**src/rtl/pulse_chk_pkg.sv**
```systemverilog
// ---------------------------------------------------------------------------
// pulse_chk_pkg
// Shared types and helpers for the pulse_window_checker monitor.
//   chan_state_e : per-channel FSM state (IDLE, HIGH, WAIT_LOW)
//   fail_code_e  : 2-bit failure code reported with fail_stb
//   popcount()   : number of set bits in a strobe vector (up to MAX_CH bits)
// ---------------------------------------------------------------------------
package pulse_chk_pkg;

    typedef enum logic [1:0] {
        IDLE     = 2'd0,
        HIGH     = 2'd1,
        WAIT_LOW = 2'd2
    } chan_state_e;

    typedef enum logic [1:0] {
        NONE  = 2'd0,
        GUARD = 2'd1,
        SHORT = 2'd2,
        LONG  = 2'd3
    } fail_code_e;

    // Widest strobe vector popcount() accepts; callers zero-extend to this.
    localparam int MAX_CH = 64;
    localparam int POP_W  = $clog2(MAX_CH + 1);

    function automatic logic [POP_W-1:0] popcount(input logic [MAX_CH-1:0] v);
        logic [POP_W-1:0] n;
        n = '0;
        for (int i = 0; i < MAX_CH; i++) begin
            n = n + POP_W'(v[i]);
        end
        return n;
    endfunction

endpackage

```
**src/rtl/pulse_chk_chan.sv**
```systemverilog
// ---------------------------------------------------------------------------
// pulse_chk_chan
// One monitored channel: pulse history, window FSM, high-length counter and
// registered pass/fail strobes.
// Ports:
//   clk       in   rising-edge clock
//   rst       in   synchronous active-high reset
//   en        in   check enable; low forces IDLE and drops the window
//   pulse     in   monitored pulse
//   guard     in   must stay low while the window is open
//   pass_stb  out  1-cycle pass strobe, one cycle after the deciding sample
//   fail_stb  out  1-cycle fail strobe, one cycle after the deciding sample
//   fail_code out  fail_code_e value, valid with fail_stb
//   busy      out  channel is in HIGH
// ---------------------------------------------------------------------------
module pulse_chk_chan
    import pulse_chk_pkg::*;
#(
    parameter int MIN_HI = 2,
    parameter int MAX_HI = 2
) (
    input  logic       clk,
    input  logic       rst,
    input  logic       en,
    input  logic       pulse,
    input  logic       guard,
    output logic       pass_stb,
    output logic       fail_stb,
    output logic [1:0] fail_code,
    output logic       busy
);

    localparam int LEN_W = $clog2(MAX_HI + 1);
    localparam logic [LEN_W-1:0] MIN_LEN = LEN_W'(MIN_HI);
    localparam logic [LEN_W-1:0] MAX_LEN = LEN_W'(MAX_HI);

    chan_state_e      state_q, state_d;
    logic [LEN_W-1:0] len_q, len_d;
    logic             prev_q, prev_d;
    logic             pass_q, pass_d;
    logic             fail_q, fail_d;
    fail_code_e       code_q, code_d;
    logic             rise;

    assign rise = pulse & ~prev_q;

    // NOTE: every signal written here gets a default first, so no path through
    // the case statement can leave one unassigned and infer a latch.
    always_comb begin
        state_d = state_q;
        len_d   = len_q;
        prev_d  = pulse;
        pass_d  = 1'b0;
        fail_d  = 1'b0;
        code_d  = NONE;

        if (!en) begin
            // Window abandoned silently; rises are not looked at.
            state_d = IDLE;
        end else begin
            unique case (state_q)
                IDLE: begin
                    if (rise) begin
                        len_d = LEN_W'(1);
                        if (guard) begin
                            fail_d  = 1'b1;
                            code_d  = GUARD;
                            state_d = WAIT_LOW;
                        end else begin
                            // Enter HIGH even when MAX_HI==1: the next high
                            // sample then trips the LONG check.
                            state_d = HIGH;
                        end
                    end
                end
                HIGH: begin
                    if (guard) begin
                        fail_d  = 1'b1;
                        code_d  = GUARD;
                        state_d = pulse ? WAIT_LOW : IDLE;
                    end else if (!pulse) begin
                        if (len_q < MIN_LEN) begin
                            fail_d = 1'b1;
                            code_d = SHORT;
                        end else begin
                            pass_d = 1'b1;
                        end
                        state_d = IDLE;
                    end else if (len_q == MAX_LEN) begin
                        fail_d  = 1'b1;
                        code_d  = LONG;
                        state_d = WAIT_LOW;
                    end else begin
                        len_d = len_q + LEN_W'(1);
                    end
                end
                WAIT_LOW: begin
                    if (!pulse) state_d = IDLE;
                end
                default: state_d = IDLE;
            endcase
        end
    end

    // NOTE: state is updated with non-blocking assignments so every flop
    // samples the pre-edge values computed above, independent of order.
    always_ff @(posedge clk) begin
        if (rst) begin
            state_q <= IDLE;
            len_q   <= '0;
            prev_q  <= 1'b1;  // a pulse already high at reset is not a rise
            pass_q  <= 1'b0;
            fail_q  <= 1'b0;
            code_q  <= NONE;
        end else begin
            state_q <= state_d;
            len_q   <= len_d;
            prev_q  <= prev_d;
            pass_q  <= pass_d;
            fail_q  <= fail_d;
            code_q  <= code_d;
        end
    end

    assign pass_stb  = pass_q;
    assign fail_stb  = fail_q;
    assign fail_code = code_q;
    assign busy      = (state_q == HIGH);

endmodule

```
**config.mk**
```make
export PLATFORM = sky130hd
export DESIGN_NAME = pulse_chk_chan
export DESIGN_NICKNAME = d
export VERILOG_FILES = /design/src/rtl/pulse_chk_pkg.sv /design/src/rtl/pulse_chk_chan.sv
export SDC_FILE = /design/constraint.sdc
export NUM_CORES = 1
export LEC_CHECK = 0
export ABC_AREA = 1
export ABC_CLOCK_PERIOD_IN_PS = 1200
export BUFFER_PORTS_ARGS = -buffer_cell sky130_fd_sc_hd__clkbuf_2
export CAP_MARGIN = 20
export CORE_UTILIZATION = 25
export CTS_CLUSTER_DIAMETER = 60
export DETAILED_ROUTE_END_ITERATION = 7
export PLACE_DENSITY = 0.42
export SETUP_SLACK_MARGIN = 0.15
export SYNTH_ARGS = -nofsm -noshare
export SYNTH_HDL_FRONTEND = slang
export SYNTH_SLANG_ARGS = --single-unit
```
**constraint.sdc**
```tcl
create_clock -name clk -period 1.2 [get_ports clk]
set_input_delay 0.06 -clock clk [delete_from_list [all_inputs] [get_ports clk]]
set_output_delay 0.06 -clock clk [all_outputs]
set_load 0.05 [all_outputs]
```
==> results.cfg <==
[sta]
setup_slack_ps = 110.7
tns_ps = 0
rsz0062_at_grt = true
fmax_mhz = 918.0
finalCritPeriodShare_pct = 90.77
skew_ps = 8.075
max-slew-margin-rel_pct = 81.76
hold_viol = 0
worstMarginPinSlew_ps = 274.8
setup_viol = 0
slew_violations = 0
fin_crit_ps = 1089

[layout]
syn2layout_area_growth_pct = 36.93
finalNetCount = 88
layout_commonest_cell = nand2_1
multi_input_area_sq_um = 289.0
nFillCells = 201
antenna_cells = 0
regArea_sq_um = 190.2
final_cell_mix = nand2_1, clkbuf_2, inv_1
drive_gt1_share_pct = 40.00

[setup_path]
cp_data_required_time_ps = 1350
critical-path-top-delay-family = simple AND/OR/NAND/NOR gates
crit_type = flip-flop to flip-flop
cpMostUsedCell = nand2_2
critPathMaxStageDelay_ps = 330
path_max_fanout = 3
start_kind = flip-flop
endpoint_kind = flip-flop
crit_slowest_cell = dfxtp_2
cp_num_buf_inv = 1
worstPathCellList = inv_2, ha_4, nor2_4, nand2_1, nand2_2, nand2_2, nor2_2, nor2_1
critPathArrivalTime_ps = 1240

[grt]
grt_antenna_before_repair = 0
grt_pass1_vias = 396
track_usage_pct = 10.96
grt_pass1_wl_microns = 1587
grt_max_degree = 8
gr-total-overflow = 0

[routing]
drtIter0Drc = 1
num_vias = 443
totalWireLength_microns = 1023
drc = 0
wl_per_cell_microns = 9.743
antenna_left = 0
first_pass_iters = 4
vias_per_cell = 4.219

[cts]
cts_root_buf = clkbuf_4
cts_buffers = 3
cts_tree = yes
cts.sinks = 9
clk_latency_ps = 260
clock_path_buffers = 2
hold_buffers = 0
clk_pin_slew_worst_paths_ps = 70
h-tree-depth = 1

[synth]
synth_cells = 66
syn-num-nets = 73
synth_cell_type_count = 15
syn_area_sq_um = 464.2
yosysSeqAreaShare_pct = 38.81
ys_warn_count = 0
synth_top_cell_area_share_pct = 38.81
synth_area_per_cell_sq_um = 7.033
yosys.area.top_type = dfxtp_1
yosys-top-cells-area = dfxtp_1, nand2_1, inv_1
ys_ff_latch = 9

[place]
preCtsSetupSlack_ps = 10.65
io_buffers = 9
gp_congestion = 0.7375
dp.final_hpwl_microns = 739.9

[floorplan]
die_height_microns = 45.09
dieArea_sq_um = 2033
pin_count = 10
core.rowCount = 15
core_sq_um = 1727
die_w_microns = 45.09
initial_core_util_pct = 26.88

[power_and_ir_drop]
vdd_ir_drop_max_mv = 0.4465
p_sw_uw = 175.8
p_comb_share_pct = 13.7
total_power_uw = 639.2
swShare_pct = 27.51
leakagePower_nw = 0.2954
power_frac_clock_pct = 37.8
power.density_nw_per_um2 = 1006
p_int_uw = 463.4
seqPwrFrac_pct = 48.5

[run]
cap_violations = 0

[status]
outcome = finished, final reports clean

[hold_path]
hp-class = input port to flip-flop
[worst reg2reg max path: cells and delay by family (launching register included)]
family / cells / cell delay [ps]
flops: 1 / 330
fa+ha+maj: 1 / 170
simple gates: 6 / 450
buf+inv: 1 / 50
[synth_stat cells]
master     n
nand3_1    5
o21ai_0    1
nor2_1     7
nand2_2    1
dfxtp_1    9
nor3_1     2
nand2_1   20
inv_1      9
ha_1       2
a21oi_4    1
o211ai_1   1
a211oi_1   1
a21oi_1    4
nor2_4     2
inv_2      1
[power by group through the flow]
stage               Combinational, mW  Sequential [mW]  Clock [mW]
floorplan                      0.0518            0.320           0
global placement               0.0759            0.318           0
detailed placement             0.0763            0.318           0
CTS                            0.0830            0.312       0.248
global route                   0.0982            0.311       0.261
finish                         0.0877            0.310       0.242
[layout make-up]
cell class	instances	area share [%]
multi-input cells	47	45.47
flip-flops and latches	9	29.92
repair buffers	10	9.646
inverters	10	5.906
well taps	25	4.921
clock buffers	4	4.134
[cells by family after synthesis]
logic type / count (synthesis) / synth area share, %
buf+inv: 10 / 8.085
simple gates: 37 / 35.58
flops: 9 / 38.81
fa+ha+maj: 2 / 5.390
compound gates: 8 / 12.13
[per-layer routing]
metal / GRT usage [%] / wire (microns)
met1: 12.96 / 491
met2: 18.55 / 478
met3: 3.600 / 45
met4: 3.636 / 8
met5: 0 / 0
[timing repair]
| item | in CTS | in global routing |
|---|---|---|
| resized for setup | 9 | 8 |
| setup endpoints to repair | 5 | 7 |
| setup buffers | 1 | 0 |
| pin swaps | 8 | 7 |
[flip-flops by register name, summed over array words and instances (netlist names)]
register	cells
fail_code	2
fail_stb	1
prev_q	1
pass_stb	1
len_q	2
state_q	2
[through the flow]
step	std cells	hold WS, ps	util (%)	area [sq um]
6_report	105	26.30	36.81	635.6
5_1_grt	105	33.09	36.81	635.6
4_1_cts	105	31.21	35.58	614.3
3_5_place_dp	100	306.6	31.96	551.8
3_3_place_gp	100	301.0	31.96	551.8
2_1_floorplan	66	162.9	-	475.5
[path summary, 6_finish.rpt]
| path | from | end | slack (ps) | cells past startpoint |
|---|---|---|---|---|
| worst max-delay path | len_q[0] | len_q[0] | 110 | 8 |
| worst min-delay path | rst | prev_q | 30 | 3 |
| worst max register to register | len_q[0] | len_q[0] | 110 | 8 |
| worst min register to register | len_q[0] | len_q[0] | 540 | 3 |
No activity file was read; power rests on OpenSTA's default activity.
